`src/rtl/pipeline_alu_arbiter_if.sv`:
```
// Bundle of the two requester ports, the hold control and the tagged response bus
// of pipeline_alu_arbiter. The master side is the issue logic, the slave side is the arbiter.
interface pipeline_alu_arbiter_if;
   logic       req0;
   logic [7:0] fncode0;
   logic [3:0] srca0;
   logic [3:0] srcb0;
   logic       gnt0;
   logic       req1;
   logic [7:0] fncode1;
   logic [3:0] srca1;
   logic [3:0] srcb1;
   logic       gnt1;
   logic       hold;
   logic       resp_valid;
   logic       resp_id;
   logic [3:0] resp_alu;
   logic       resp_parity;
   logic       resp_err;
   logic [1:0] inflight;

   modport master (
      output req0, fncode0, srca0, srcb0,
      output req1, fncode1, srca1, srcb1,
      output hold,
      input  gnt0, gnt1,
      input  resp_valid, resp_id, resp_alu, resp_parity, resp_err, inflight
   );

   modport slave (
      input  req0, fncode0, srca0, srcb0,
      input  req1, fncode1, srca1, srcb1,
      input  hold,
      output gnt0, gnt1,
      output resp_valid, resp_id, resp_alu, resp_parity, resp_err, inflight
   );
endinterface

```
`src/rtl/pipeline_alu_arbiter.sv`:
```
// Two-requester arbiter feeding the IF_EX / EX_PAR pipeline of the 4-bit ALU/parity datapath.
// Define PIPE_ARB_RR_EN for round-robin contention resolution; otherwise requester 0 has fixed priority.
module pipeline_alu_arbiter (
   input logic                    clk,
   input logic                    rst_n,
   pipeline_alu_arbiter_if.slave  bus
);

   localparam logic [2:0] OP_ADD  = 3'd0;
   localparam logic [2:0] OP_SUB  = 3'd1;
   localparam logic [2:0] OP_XOR  = 3'd2;
   localparam logic [2:0] OP_OR   = 3'd3;
   localparam logic [2:0] OP_AND  = 3'd4;
   localparam logic [2:0] OP_NOR  = 3'd5;
   localparam logic [2:0] OP_NAND = 3'd6;
   localparam logic [2:0] OP_XNOR = 3'd7;

   // Returns {err, opcode}; anything not one-hot is flagged and mapped to opcode 0.
   function automatic logic [3:0] decode_fn(input logic [7:0] fn);
      logic [3:0] res;
      res = {1'b0, OP_ADD};
      case (fn)
         8'b0000_0001: res = {1'b0, OP_ADD};
         8'b0000_0010: res = {1'b0, OP_SUB};
         8'b0000_0100: res = {1'b0, OP_XOR};
         8'b0000_1000: res = {1'b0, OP_OR};
         8'b0001_0000: res = {1'b0, OP_AND};
         8'b0010_0000: res = {1'b0, OP_NOR};
         8'b0100_0000: res = {1'b0, OP_NAND};
         8'b1000_0000: res = {1'b0, OP_XNOR};
         default:      res = {1'b1, OP_ADD};
      endcase
      return res;
   endfunction

   logic       req_w [2];
   logic [7:0] fn_w  [2];
   logic [3:0] a_w   [2];
   logic [3:0] b_w   [2];
   logic [3:0] dec_w [2];

   assign req_w[0] = bus.req0;
   assign fn_w[0]  = bus.fncode0;
   assign a_w[0]   = bus.srca0;
   assign b_w[0]   = bus.srcb0;
   assign req_w[1] = bus.req1;
   assign fn_w[1]  = bus.fncode1;
   assign a_w[1]   = bus.srca1;
   assign b_w[1]   = bus.srcb1;

   genvar gi;
   generate
      for (gi = 0; gi < 2; gi++) begin : g_dec
         assign dec_w[gi] = decode_fn(fn_w[gi]);
      end
   endgenerate

   // Arbitration: prio0 says whether requester 0 wins a contended cycle.
   logic prio0;
   logic gnt0_w;
   logic gnt1_w;
   logic grant_any;
   logic grant_id;

`ifdef PIPE_ARB_RR_EN
   // rr_q names the requester that wins the next contention.
   logic rr_q;
   logic rr_d;

   assign prio0 = ~rr_q;

   always_comb begin
      rr_d = rr_q;
      if (grant_any) begin
         rr_d = ~grant_id;
      end
   end

   always_ff @(posedge clk) begin
      if (!rst_n) begin
         rr_q <= 1'b0;
      end else begin
         rr_q <= rr_d;
      end
   end
`else
   assign prio0 = 1'b1;
`endif

   always_comb begin
      gnt0_w = 1'b0;
      gnt1_w = 1'b0;
      if (rst_n && !bus.hold) begin
         if (req_w[0] && (!req_w[1] || prio0)) begin
            gnt0_w = 1'b1;
         end else if (req_w[1]) begin
            gnt1_w = 1'b1;
         end
      end
   end

   assign grant_any = gnt0_w | gnt1_w;
   assign grant_id  = gnt1_w;
   assign bus.gnt0  = gnt0_w;
   assign bus.gnt1  = gnt1_w;

   // IF_EX stage: opcode + operands plus id/err sideband.
   logic       if_v_q,   if_v_d;
   logic       if_id_q,  if_id_d;
   logic       if_err_q, if_err_d;
   logic [2:0] if_op_q,  if_op_d;
   logic [3:0] if_a_q,   if_a_d;
   logic [3:0] if_b_q,   if_b_d;

   // EX_PAR stage: ALU result plus id/err sideband.
   logic       ex_v_q,   ex_v_d;
   logic       ex_id_q,  ex_id_d;
   logic       ex_err_q, ex_err_d;
   logic [3:0] ex_alu_q, ex_alu_d;

   logic [3:0] alu_w;

   always_comb begin
      alu_w = 4'd0;
      case (if_op_q)
         OP_ADD:  alu_w = if_a_q + if_b_q;
         OP_SUB:  alu_w = if_a_q - if_b_q;
         OP_XOR:  alu_w = if_a_q ^ if_b_q;
         OP_OR:   alu_w = if_a_q | if_b_q;
         OP_AND:  alu_w = if_a_q & if_b_q;
         OP_NOR:  alu_w = ~(if_a_q | if_b_q);
         OP_NAND: alu_w = ~(if_a_q & if_b_q);
         OP_XNOR: alu_w = ~(if_a_q ^ if_b_q);
         default: alu_w = 4'd0;
      endcase
      // An invalid function code always yields a zero result.
      if (if_err_q) begin
         alu_w = 4'd0;
      end
   end

   always_comb begin
      if_v_d   = if_v_q;
      if_id_d  = if_id_q;
      if_err_d = if_err_q;
      if_op_d  = if_op_q;
      if_a_d   = if_a_q;
      if_b_d   = if_b_q;
      ex_v_d   = ex_v_q;
      ex_id_d  = ex_id_q;
      ex_err_d = ex_err_q;
      ex_alu_d = ex_alu_q;
      if (!bus.hold) begin
         if_v_d = grant_any;
         if (grant_any) begin
            if_id_d  = grant_id;
            if_err_d = dec_w[grant_id][3];
            if_op_d  = dec_w[grant_id][2:0];
            if_a_d   = a_w[grant_id];
            if_b_d   = b_w[grant_id];
         end
         ex_v_d = if_v_q;
         if (if_v_q) begin
            ex_id_d  = if_id_q;
            ex_err_d = if_err_q;
            ex_alu_d = alu_w;
         end
      end
   end

   always_ff @(posedge clk) begin
      if (!rst_n) begin
         if_v_q   <= 1'b0;
         if_id_q  <= 1'b0;
         if_err_q <= 1'b0;
         if_op_q  <= 3'd0;
         if_a_q   <= 4'd0;
         if_b_q   <= 4'd0;
         ex_v_q   <= 1'b0;
         ex_id_q  <= 1'b0;
         ex_err_q <= 1'b0;
         ex_alu_q <= 4'd0;
      end else begin
         if_v_q   <= if_v_d;
         if_id_q  <= if_id_d;
         if_err_q <= if_err_d;
         if_op_q  <= if_op_d;
         if_a_q   <= if_a_d;
         if_b_q   <= if_b_d;
         ex_v_q   <= ex_v_d;
         ex_id_q  <= ex_id_d;
         ex_err_q <= ex_err_d;
         ex_alu_q <= ex_alu_d;
      end
   end

   assign bus.resp_valid  = ex_v_q & ~bus.hold;
   assign bus.resp_id     = ex_id_q;
   assign bus.resp_alu    = ex_alu_q;
   assign bus.resp_parity = ^ex_alu_q;
   assign bus.resp_err    = ex_err_q;
   assign bus.inflight    = {1'b0, if_v_q} + {1'b0, ex_v_q};

   a_gnt_exclusive: assert property (@(posedge clk) !(gnt0_w && gnt1_w));
   a_no_gnt_on_hold: assert property (@(posedge clk) bus.hold |-> !grant_any);

endmodule
```
`src/flat_wrapper.sv`:
```
// flat-port wrapper written by rule: the top's interface ports become plain ports
module pipeline_alu_arbiter_flat 
  (clk, rst_n, bus_req0, bus_fncode0, bus_srca0, bus_srcb0, bus_req1, bus_fncode1, bus_srca1, bus_srcb1, bus_hold, bus_gnt0, bus_gnt1, bus_resp_valid, bus_resp_id, bus_resp_alu, bus_resp_parity, bus_resp_err, bus_inflight);
  pipeline_alu_arbiter_if bus_i ();
  input logic clk;
  input logic rst_n;
  input wire logic [$bits(bus_i.req0)-1:0] bus_req0;
  input wire logic [$bits(bus_i.fncode0)-1:0] bus_fncode0;
  input wire logic [$bits(bus_i.srca0)-1:0] bus_srca0;
  input wire logic [$bits(bus_i.srcb0)-1:0] bus_srcb0;
  input wire logic [$bits(bus_i.req1)-1:0] bus_req1;
  input wire logic [$bits(bus_i.fncode1)-1:0] bus_fncode1;
  input wire logic [$bits(bus_i.srca1)-1:0] bus_srca1;
  input wire logic [$bits(bus_i.srcb1)-1:0] bus_srcb1;
  input wire logic [$bits(bus_i.hold)-1:0] bus_hold;
  output wire logic [$bits(bus_i.gnt0)-1:0] bus_gnt0;
  output wire logic [$bits(bus_i.gnt1)-1:0] bus_gnt1;
  output wire logic [$bits(bus_i.resp_valid)-1:0] bus_resp_valid;
  output wire logic [$bits(bus_i.resp_id)-1:0] bus_resp_id;
  output wire logic [$bits(bus_i.resp_alu)-1:0] bus_resp_alu;
  output wire logic [$bits(bus_i.resp_parity)-1:0] bus_resp_parity;
  output wire logic [$bits(bus_i.resp_err)-1:0] bus_resp_err;
  output wire logic [$bits(bus_i.inflight)-1:0] bus_inflight;
  assign bus_i.req0 = bus_req0;
  assign bus_i.fncode0 = bus_fncode0;
  assign bus_i.srca0 = bus_srca0;
  assign bus_i.srcb0 = bus_srcb0;
  assign bus_i.req1 = bus_req1;
  assign bus_i.fncode1 = bus_fncode1;
  assign bus_i.srca1 = bus_srca1;
  assign bus_i.srcb1 = bus_srcb1;
  assign bus_i.hold = bus_hold;
  assign bus_gnt0 = bus_i.gnt0;
  assign bus_gnt1 = bus_i.gnt1;
  assign bus_resp_valid = bus_i.resp_valid;
  assign bus_resp_id = bus_i.resp_id;
  assign bus_resp_alu = bus_i.resp_alu;
  assign bus_resp_parity = bus_i.resp_parity;
  assign bus_resp_err = bus_i.resp_err;
  assign bus_inflight = bus_i.inflight;
  pipeline_alu_arbiter u_core (.clk(clk), .rst_n(rst_n), .bus(bus_i));
endmodule
```
`config.mk`:
```
export PLATFORM = sky130hd
export DESIGN_NAME = pipeline_alu_arbiter_flat
export DESIGN_NICKNAME = d
export VERILOG_FILES = /design/src/rtl/pipeline_alu_arbiter_if.sv /design/src/rtl/pipeline_alu_arbiter.sv /design/src/flat_wrapper.sv
export SDC_FILE = /design/constraint.sdc
export NUM_CORES = 1
export LEC_CHECK = 0
export CORE_ASPECT_RATIO = 1.4
export CORE_MARGIN = 2
export CORE_UTILIZATION = 45
export CTS_BUF_LIST = sky130_fd_sc_hd__clkbuf_4 sky130_fd_sc_hd__clkbuf_8
export DETAILED_ROUTE_END_ITERATION = 16
export PLACE_DENSITY = 0.75
export SYNTH_ARGS = -nofsm -noshare
export SYNTH_HDL_FRONTEND = slang
export SYNTH_SLANG_ARGS = --single-unit
```
`constraint.sdc`:
```
create_clock -name clk -period 2.1 [get_ports clk]
set_input_delay 0.42 -clock clk [delete_from_list [all_inputs] [get_ports clk]]
set_output_delay 0.42 -clock clk [all_outputs]
set_load 0.02 [all_outputs]
```
==> results of run 1 <==
## power groups by stage
stage          sequential (mW)  combinational [mW]  clock [mW]
2_1_floorplan            0.446               0.232           0
3_3_place_gp             0.446               0.398           0
3_5_place_dp             0.447               0.407           0
4_1_cts                  0.438               0.410       0.267
5_1_grt                  0.442               0.466       0.288
6_report                 0.439               0.421       0.261
## routing by layer
layer	global-route usage, %	up-vias
met5	0	-
met4	7.67	0
met3	1.79	2
met2	40.3	40
met1	21.5	837
li1	-	938
## worst max-delay path, stage by stage
cell and delay, ps:
clkdlybuf4s50_1 530, buf_4 170, inv_1 50, and3_1 130, dlygate4sd2_1 310
## area by class of cell
class | instances | area, um^2
Tap cell | 43 | 53.8
Fill cell | 349 | 1360
Timing Repair Buffer | 71 | 646
Sequential cell | 21 | 423
Inverter | 12 | 45.0
Multi-Input combinational cell | 180 | 1310
Clock buffer | 3 | 41.3
Clock inverter | 1 | 5.00
## per-stage QoR
stage,hold slack (ps),cells,total power [mW]
after global routing,511,331,1.20
final,477,331,1.12
after detailed placement,472,326,0.854
after floorplan,453,225,0.678
after global placement,470,326,0.844
after CTS,483,330,1.11
## Yosys cell counts, types with 2 or more instances
| master | number |
|---|---|
| a211oi_1 | 11 |
| nor2b_1 | 6 |
| nand2b_1 | 4 |
| inv_1 | 11 |
| nand2_1 | 17 |
| mux2i_1 | 13 |
| clkbuf_1 | 5 |
| buf_2 | 3 |
| nor4_1 | 2 |
| nand3b_1 | 2 |
| buf_6 | 2 |
| o211ai_1 | 5 |
| dfxtp_1 | 21 |
| nand3_1 | 6 |
| ha_1 | 13 |
| a31oi_1 | 2 |
| xor2_1 | 8 |
| nor2_1 | 23 |
| xnor2_1 | 8 |
| nor3_1 | 4 |
| a221oi_1 | 2 |
| nor4b_1 | 4 |
| o21ai_0 | 19 |
| a21oi_1 | 12 |
## placed cells by master, fill, tap and decap left out, types with 9 or more instances in the layout
cell type        Yosys  layout
o21ai_0             19      18
inv_1               11       9
ha_1                13      12
a211oi_1            11      11
nand2_1             17      17
dfxtp_1             21      19
buf_4                1      23
clkdlybuf4s50_1      0      45
nor2_1              23      22
a21oi_1             12      11
mux2i_1             13      13
## kinds of logic after synthesis
logic type	count (synthesis)
simple gates	76
compound gates	59
buf+inv	24
flops	21
xor+xnor	16
mux	15
fa+ha+maj	14
## what timing repair did
action,in CTS,in global routing
setup buffers,0,1
cloned,0,0
pin swaps,0,3
hold endpoints to repair,0,0
setup endpoints to repair,3,3
gates resized for setup,3,10
## sequential cells by signal, indices dropped and copies added, names as in the netlist
name	count
u_core.bus.resp_alu	4
u_core.bus.resp_err	1
u_core.bus.resp_id	1
u_core.ex_v_q	1
u_core.if_a_q	4
u_core.if_b_q	4
u_core.if_err_q	1
u_core.if_id_q	1
u_core.if_op_q	3
u_core.if_v_q	1
## final timing paths
path	endpoint	slack, ps	cells after the start
worst max-delay path	bus_gnt0	70	5
worst min-delay path	u_core.bus.resp_alu[0]	480	2
worst max register to register	u_core.bus.resp_alu[1]	120	8
worst min register to register	u_core.bus.resp_alu[0]	480	2
==> results.ini, run 1 <==
[worst_setup_path]
cp_max_fo = 7
crit_start = bus_hold
startpoint_type = input pin
worst_ep_required_time_ps = 1680
arrival_ps = 1610
path_class = input pin to output pin
r2r_start = u_core.if_b_q[1]
worstSetupEndpointType = output pin

[grt]
globalRouteOverflowTotal = 0
grt_usage_pct = 20.5
grt_pass1_wl_um = 7600
antenna_found_initial = 0
grt_pass1_vias = 1863
grt_start_max_net_pins = 20

[placed_design]
globalplace.congestion = 0.820
placed_area_um2 = 2450
pre_cts_ws_ps = -290
portBuffers = 48
dp_hpwl_um = 3470

[pwr]
leakage_nw = 0.952
p_int_mw = 0.776
power_frac_comb_pct = 37.5
p_sw_share_pct = 30.8
power.density_nw_per_um2 = 444
sequentialPowerShare_pct = 39.2
net-switching-power_mw = 0.345
ir_drop_mv = 0.343
p_clk_share_pct = 23.3

[yosys]
synth-xor-area-share_pct = 7.78
synth_cells = 225
ys_ff_latch = 21
synth_mux_area_share_pct = 9.10
synth_top_family_by_area = simple AND/OR/NAND/NOR gates
synth-edff-count = 0
yosys.area_share.simple_pct = 22.2
synthAdderAreaFrac_pct = 10.1
synth_area_leaders = dfxtp_1, ha_1, mux2i_1, o21ai_0, nor2_1
yosysWarningCount = 0
syn_avg_cell_area_um2 = 8.00
synth-compound-area-share_pct = 21.1
synth_area_um2 = 1800
ys_async_sr_fraction_pct = 0
synth.distinct_cells = 46
synth_top_area_share_pct = 23.3
yosysSeqAreaShare_pct = 23.3
ys.flop_type = dfxtp_1
synth_largest_area_cell = dfxtp_1
synth_fp_nets = 276

[die]
fp.dieH_um = 78.8
die-area_um2 = 4530
die_width_um = 57.5
start_util_pct = 46.3
ios = 49
fp.coreArea_um2 = 3880
rows = 27

[detailed_routing]
remaining_drc_errors = 0
routed_via_density = 5.49
wl_met1_um = 1710
top_layer_used = met4
drtIter0Drc = 45
drt_first_pass_iters = 4
vias = 1817
wl_met2_um = 2480
routedWlPerCell_um = 13.1
wl_um = 4330
antenna_left = 0
wl_met3_um = 100

[final_layout]
final_nets = 340
fin_util_pct = 65.1
drive_gt1_share_pct = 16.3
stdcell_area_um2 = 2530
area_growth_pct = 40.4
diodes = 0

[sta]
min_period_over_period_pct = 96.4
worst_clock_skew_ps = 2.29
rsz0062_at_grt = false
tightestPinTransition_ps = 471
fin_crit_ps = 2030
fin_ws_ps = 74.8
finalSetupViolCount = 0
finalHoldViolCount = 0
final_max_slew_viol_count = 0
setup_tns_ps = 0
max_freq_mhz = 494
max_slew_margin_pct = 68.5

[clock_network]
cts_max_level = 1
clk_latency_ps = 260
clkTransAtPathRegs_ps = 70
cts_root_buffer = clkbuf_8
numClockSinks = 21
cts_tree = built
numCtsBuffers = 3
holdBufCountCts = 0
ctsLongestPathBuffers = 2

[flow_run]
maxCapViolCount = 0

[outcome]
outcome = finished clean

[worst_hold_path]
hold_path_class = flip-flop to flip-flop
hold_start = u_core.bus.resp_alu[0]

No activity file was read; power rests on OpenSTA's default activity.
==> run 2, diff against run 1 <==
--- a/config.mk
+++ b/config.mk
@@ -11,6 +11,7 @@
 export CTS_BUF_LIST = sky130_fd_sc_hd__clkbuf_4 sky130_fd_sc_hd__clkbuf_8
 export DETAILED_ROUTE_END_ITERATION = 16
 export PLACE_DENSITY = 0.75
+export SETUP_SLACK_MARGIN = 0.02
 export SYNTH_ARGS = -nofsm -noshare
 export SYNTH_HDL_FRONTEND = slang
 export SYNTH_SLANG_ARGS = --single-unit
==> run 2 against run 1 <==
  * Clock skew is 1.7 ps higher
  * Die area unchanged
  * Flip-flop and latch count unchanged
  * Via count decreased by 0.22%
  * Utilization shrank 0.74 points
  * Global-route usage is 1.6 points lower
  * Final area decreased by 1.1%
  * Combinational power fell by 4%
  * First-iteration DRC count down 27%
  * Critical path type unchanged
  * Critical endpoint unchanged
  * Largest cell class unchanged
  * Highest routed layer unchanged
==> results.ini, run 2 (synthesized netlist as in run 1, its figures left out) <==
[outcome]
outcome = finished clean

[sta]
tightestPinTransition_ps = 569  ; +98.2 ps
worst_clock_skew_ps = 4.01  ; +1.72 ps
final_max_slew_viol_count = 0  ; unchanged
finalHoldViolCount = 0  ; unchanged
max_freq_mhz = 492  ; -0.30%
min_period_over_period_pct = 96.7  ; +0.29 points
max_slew_margin_pct = 61.1  ; -7.4 points
holdWs_ps = 480  ; +2.92 ps
finalSetupViolCount = 0  ; unchanged
rsz0062_at_grt = true
setup_tns_ps = 0  ; unchanged
fin_ws_ps = 68.6  ; -6.19 ps
fin_crit_ps = 2030  ; +6.19 ps

[grt]
top_usage_layer = met2
grt_use_met2_pct = 36.7  ; -3.6 points
grt_pass1_vias = 1693  ; -9.1%
grt_pass1_wl_um = 7000  ; -7.9%
grt_usage_pct = 18.8  ; -1.6 points
globalRouteOverflowTotal = 0  ; unchanged
antenna_found_initial = 0  ; unchanged
grt_start_max_net_pins = 20  ; unchanged
grtUsageMet1_pct = 21.0  ; -0.54 points
grt_util_met3_pct = 0.814  ; -0.98 points

[final_layout]
final_nets = 337  ; -0.88%
n_fill_cell = 360  ; +3.2%
area_growth_pct = 38.8
mostFrequentLayoutCell = clkdlybuf4s50_1
stdcell_area_um2 = 2500  ; -1.1%
fin_util_pct = 64.3  ; -0.74 points
drive_gt1_share_pct = 14.4  ; -1.9 points
diodes = 0  ; unchanged
layout_common_cells = clkdlybuf4s50_1, nor2_1, buf_4, dfxtp_1, o21ai_0
fin_cells = 328  ; -0.91%

[detailed_routing]
wl_um = 4070  ; -5.9%
drtIter0Drc = 33  ; -27%
routedWlPerCell_um = 12.4  ; -5.1%
remaining_drc_errors = 0  ; unchanged
drt_first_pass_iters = 4  ; unchanged
vias = 1813  ; -0.22%
antenna_left = 0  ; unchanged
routed_via_density = 5.53  ; +0.69%

[flow_run]
maxCapViolCount = 0  ; unchanged

[worst_hold_path]
hold_depth = 2  ; unchanged
whs_endpoint = u_core.bus.resp_alu[0]
hold_start = u_core.bus.resp_alu[0]
hold_path_class = flip-flop to flip-flop

[die]
ios = 49  ; unchanged
fp.dieH_um = 78.8  ; unchanged
rows = 27  ; unchanged
die-area_um2 = 4530  ; unchanged
start_util_pct = 46.3  ; unchanged
die_width_um = 57.5  ; unchanged
fp.coreArea_um2 = 3880  ; unchanged

[worst_setup_path]
worstSetupEndpointType = output pin
cp_max_fo = 7  ; unchanged
startpoint_type = input pin
arrival_ps = 1610  ; about the same
path_cells = clkdlybuf4s50_1 -> buf_4 -> inv_1 -> and3_1 -> dlygate4sd2_1
r2r_start = u_core.if_b_q[1]
r2r_slack_ps = 90  ; -30 ps
slowest_delay_ps = 530  ; about the same
worst_ep_required_time_ps = 1680  ; about the same
rr_endpoint = u_core.bus.resp_alu[1]
cp_slowest_cell = clkdlybuf4s50_1
path_class = input pin to output pin
r2r_cells = 8  ; unchanged

[placed_design]
portBuffers = 48  ; unchanged
globalplace.congestion = 0.833  ; +1.6%
placed_area_um2 = 2430  ; -0.92%
dp_hpwl_um = 3420  ; -1.6%
pre_cts_ws_ps = -319  ; -29.5 ps
placed_cells_incl_taps = 323  ; -0.92%

[clock_network]
cts_max_level = 1  ; unchanged
numClockSinks = 21  ; unchanged
cts_tree = built
numCtsBuffers = 3  ; unchanged
cts_root_buffer = clkbuf_8
clkTransAtPathRegs_ps = 70  ; about the same
ctsLongestPathBuffers = 2  ; unchanged
clk_latency_ps = 260  ; about the same

[pwr]
p_int_mw = 0.786  ; +1.3%
power.density_nw_per_um2 = 448  ; +0.96%
p_clk_share_pct = 24.6  ; +1.3 points
total_power_mw = 1.12  ; -0.19%
power_frac_comb_pct = 36.3  ; -1.2 points
ir_drop_mv = 0.339  ; -1.1%
leakage_nw = 0.936  ; -1.7%
net-switching-power_mw = 0.333  ; -3.5%
p_sw_share_pct = 29.8  ; -1.0 points
sequentialPowerShare_pct = 39.2  ; about the same

run 2: layout make-up:
cell class	count	area, um^2	share of cell area, %
well taps	43	53.8	2.15
clock buffers	4	48.8	1.95
flip-flops and latches	21	422	16.9
repair buffers	68	629	25.2
multi-input cells	180	1300	52.0
inverters	12	45.0	1.80
run 2: repair_timing:
action                                  in CTS  in global routing
pin swaps                                    1                  1
setup buffers                                0                  1
endpoints found under the setup margin       4                  2
resized for setup                            7                  2
hold buffers                                 0                  0
run 2: critical path: cells and delay by family:
kind	cells	cell delay [ps]
and+or+nand+nor	1	140
buffers and inverters	4	1050
run 2: per-layer routing:
metal	part of all wire [%]	vias up
met2	56	33
met4	1.6	0
met5	0	-
li1	-	935
met3	2.1	6
met1	41	839
run 2: how the worst max path moves through the flow:
| stage | start | endpoint | slack, ps | cells past startpoint |
|---|---|---|---|---|
| 2_1_floorplan | u_core.if_op_q[2] | u_core.bus.resp_alu[1] | 40 | 9 |
| 3_3_place_gp | bus_req1 | bus_gnt1 | -320 | 3 |
| 3_5_place_dp | bus_req1 | bus_gnt1 | -320 | 3 |
| 4_1_cts | bus_req1 | bus_gnt1 | 30 | 3 |
| 5_1_grt | u_core.if_b_q[1] | u_core.bus.resp_alu[1] | 0.7 | 8 |
| 6_report | bus_hold | bus_gnt0 | 70 | 5 |
run 2: power by group through the flow:
stage | Combinational [mW] | Sequential, mW | Clock, mW
after detailed placement | 0.402 | 0.447 | 0
final | 0.406 | 0.438 | 0.275
after floorplan | 0.233 | 0.446 | 0
after global placement | 0.394 | 0.446 | 0
after CTS | 0.406 | 0.438 | 0.281
after global routing | 0.451 | 0.441 | 0.288
==> run 3, diff against run 2 <==
--- a/config.mk
+++ b/config.mk
@@ -12,6 +12,7 @@
 export DETAILED_ROUTE_END_ITERATION = 16
 export PLACE_DENSITY = 0.75
 export SETUP_SLACK_MARGIN = 0.02
+export SKIP_LAST_GASP = 1
 export SYNTH_ARGS = -nofsm -noshare
 export SYNTH_HDL_FRONTEND = slang
 export SYNTH_SLANG_ARGS = --single-unit
==> run 3 against run 2 <==
  * Final area rose by 1.0%
  * Utilization rose by 0.64 points
  * Largest power group unchanged
  * Die area did not move
  * Final cell count did not move
  * Sequential share of layout area fell by 0.12 points
  * Global-route usage did not move
  * Fmax fell by 0.13%
  * Sequential power barely moved
  * Non-clock buffer count did not move
==> results.ini, run 3 (synthesized netlist as in run 1, its figures left out) <==
[outcome]
outcome = finished clean

[grt]
grt_start_max_net_pins = 20  ; unchanged
grt_pass1_wl_um = 7000  ; unchanged
grt_usage_pct = 18.8  ; unchanged
globalRouteOverflowTotal = 0  ; unchanged
antenna_found_initial = 0  ; unchanged
grt_pass1_vias = 1693  ; unchanged

[pwr]
power.density_nw_per_um2 = 449  ; +0.23%
ir_drop_mv = 0.339  ; about the same
leakage_nw = 0.942  ; +0.70%

[placed_design]
portBuffers = 48  ; unchanged
globalplace.congestion = 0.833  ; unchanged
dp_hpwl_um = 3420  ; unchanged

[final_layout]
mostFrequentLayoutCell = clkdlybuf4s50_1
final_nets = 337  ; unchanged
layout_common_cells = clkdlybuf4s50_1, nor2_1, buf_4, dfxtp_1, o21ai_0
drive_gt1_share_pct = 16.1  ; +1.8 points
area_growth_pct = 40.2
n_fill_cell = 359  ; -0.28%
diodes = 0  ; unchanged
fin_util_pct = 65.0  ; +0.64 points
multi_input_area_um2 = 1330  ; +2.3%
seq_area_um2 = 423  ; +0.30%

[sta]
finalHoldViolCount = 0  ; unchanged
finalSetupViolCount = 0  ; unchanged
rsz0062_at_grt = false
worst_clock_skew_ps = 2.94  ; -1.07 ps
fin_crit_ps = 2030  ; +2.67 ps
max_slew_margin_pct = 60.9  ; -0.18 points
tightestPinTransition_ps = 572  ; +2.59 ps
max_freq_mhz = 492  ; -0.13%
setup_tns_ps = 0  ; unchanged
final_max_slew_viol_count = 0  ; unchanged
min_period_over_period_pct = 96.9  ; +0.13 points

[worst_setup_path]
worst_ep_required_time_ps = 1680  ; about the same
path_class = input pin to output pin
slowest_delay_ps = 530  ; about the same
cp_max_fo = 7  ; unchanged
startpoint_type = input pin
path_cells = clkdlybuf4s50_1 -> buf_4 -> inv_1 -> and3_1 -> dlygate4sd2_1
worstSetupEndpointType = output pin
cp_num_buf_inv = 4  ; unchanged
arrival_ps = 1610  ; about the same
cp_top_family = buffers and inverters
cp_slowest_cell = clkdlybuf4s50_1

[detailed_routing]
routedWlPerCell_um = 12.7  ; +2.5%
wl_um = 4180  ; +2.5%
wl_met3_um = 89  ; +6.0%
vias = 1811  ; -0.11%
drt_first_pass_iters = 4  ; unchanged
wl_met1_um = 1670  ; +0.66%
routed_via_density = 5.52  ; -0.11%
antenna_left = 0  ; unchanged
drtIter0Drc = 30  ; -9.1%
wl_met2_um = 2360  ; +4.2%
remaining_drc_errors = 0  ; unchanged
top_layer_used = met4

[clock_network]
ctsLongestPathBuffers = 2  ; unchanged
cts_max_level = 1  ; unchanged
clk_latency_ps = 260  ; about the same
holdBufCountCts = 0  ; unchanged
cts_tree = built
numCtsBuffers = 3  ; unchanged
clkTransAtPathRegs_ps = 70  ; about the same
numClockSinks = 21  ; unchanged
cts_root_buffer = clkbuf_8

[flow_run]
maxCapViolCount = 0  ; unchanged

[die]
rows = 27  ; unchanged
die_width_um = 57.5  ; unchanged
start_util_pct = 46.3  ; unchanged
die-area_um2 = 4530  ; unchanged
ios = 49  ; unchanged
fp.dieH_um = 78.8  ; unchanged
fp.coreArea_um2 = 3880  ; unchanged

[worst_hold_path]
hold_path_class = flip-flop to flip-flop

## run 3: changes by cell type in the layout (fill, tap and decap cells not counted), sizes merged
cell / previous run / this run
clkbuf: 4 / 5
clkdlybuf4s15: 1 / 0
## run 3: where the power goes
| part | switching (mW) | internal [mW] | leakage (nW) | total, mW |
|---|---|---|---|---|
| clock | 0.127 | 0.148 | 0.0262 | 0.275 |
| combinational | 0.195 | 0.224 | 0.744 | 0.419 |
| sequential | 0.0195 | 0.420 | 0.173 | 0.439 |
## run 3: layout make-up
cell class                 instances  share of cell area [%]
clock buffer                       4                    1.93
inverter                          12                    1.78
multi-input combinational        180                    52.7
sequential                        21                    16.8
tap                               43                    2.13
timing repair buffer              68                    24.7
## run 3: timing repair
action,in CTS,in global routing
setup endpoints to repair,4,2
setup buffers,0,1
gates resized for setup,5,11
pin swaps,1,2
cloned,0,0
endpoints found under the hold margin,0,0
## run 3: worst reg2reg max path: stages, from the launching register on
cell      delay, ps
dfxtp_2         340
inv_2            50
ha_4            240
nand2_4          60
o21ai_4          60
fa_1            460
mux4_2          470
nand2b_4        160
a21oi_2         120
## run 3: layer usage
metal	track usage (%)	vias to the layer above
met1	21.0	840
met5	0	-
met4	6.28	0
met2	36.7	35
met3	0.814	4
li1	-	932
## run 3: worst paths after layout
| kind | cells past startpoint | to | start | slack (ps) |
|---|---|---|---|---|
| max reg2reg | 8 | u_core.bus.resp_alu[1] | u_core.if_b_q[0] | 80 |
| min | 2 | u_core.bus.resp_alu[0] | u_core.bus.resp_alu[0] | 480 |
| min reg2reg | 2 | u_core.bus.resp_alu[0] | u_core.bus.resp_alu[0] | 480 |
| max | 5 | bus_gnt0 | bus_hold | 70 |
## run 3: through the flow
| stage | power (mW) | hold WS, ps | instance area (um^2) | cells | worst slack [ps] |
|---|---|---|---|---|---|
| 3_3_place_gp | 0.841 | 466 | 2430 | 323 | -323 |
| 4_1_cts | 1.13 | 484 | 2480 | 327 | -27.3 |
| 5_1_grt | 1.20 | 513 | 2520 | 328 | 8.34 |
| 6_report | 1.13 | 480 | 2520 | 328 | 66.0 |
| 3_5_place_dp | 0.848 | 474 | 2430 | 323 | -319 |
| 2_1_floorplan | 0.679 | 453 | 1810 | 225 | 44.8 |
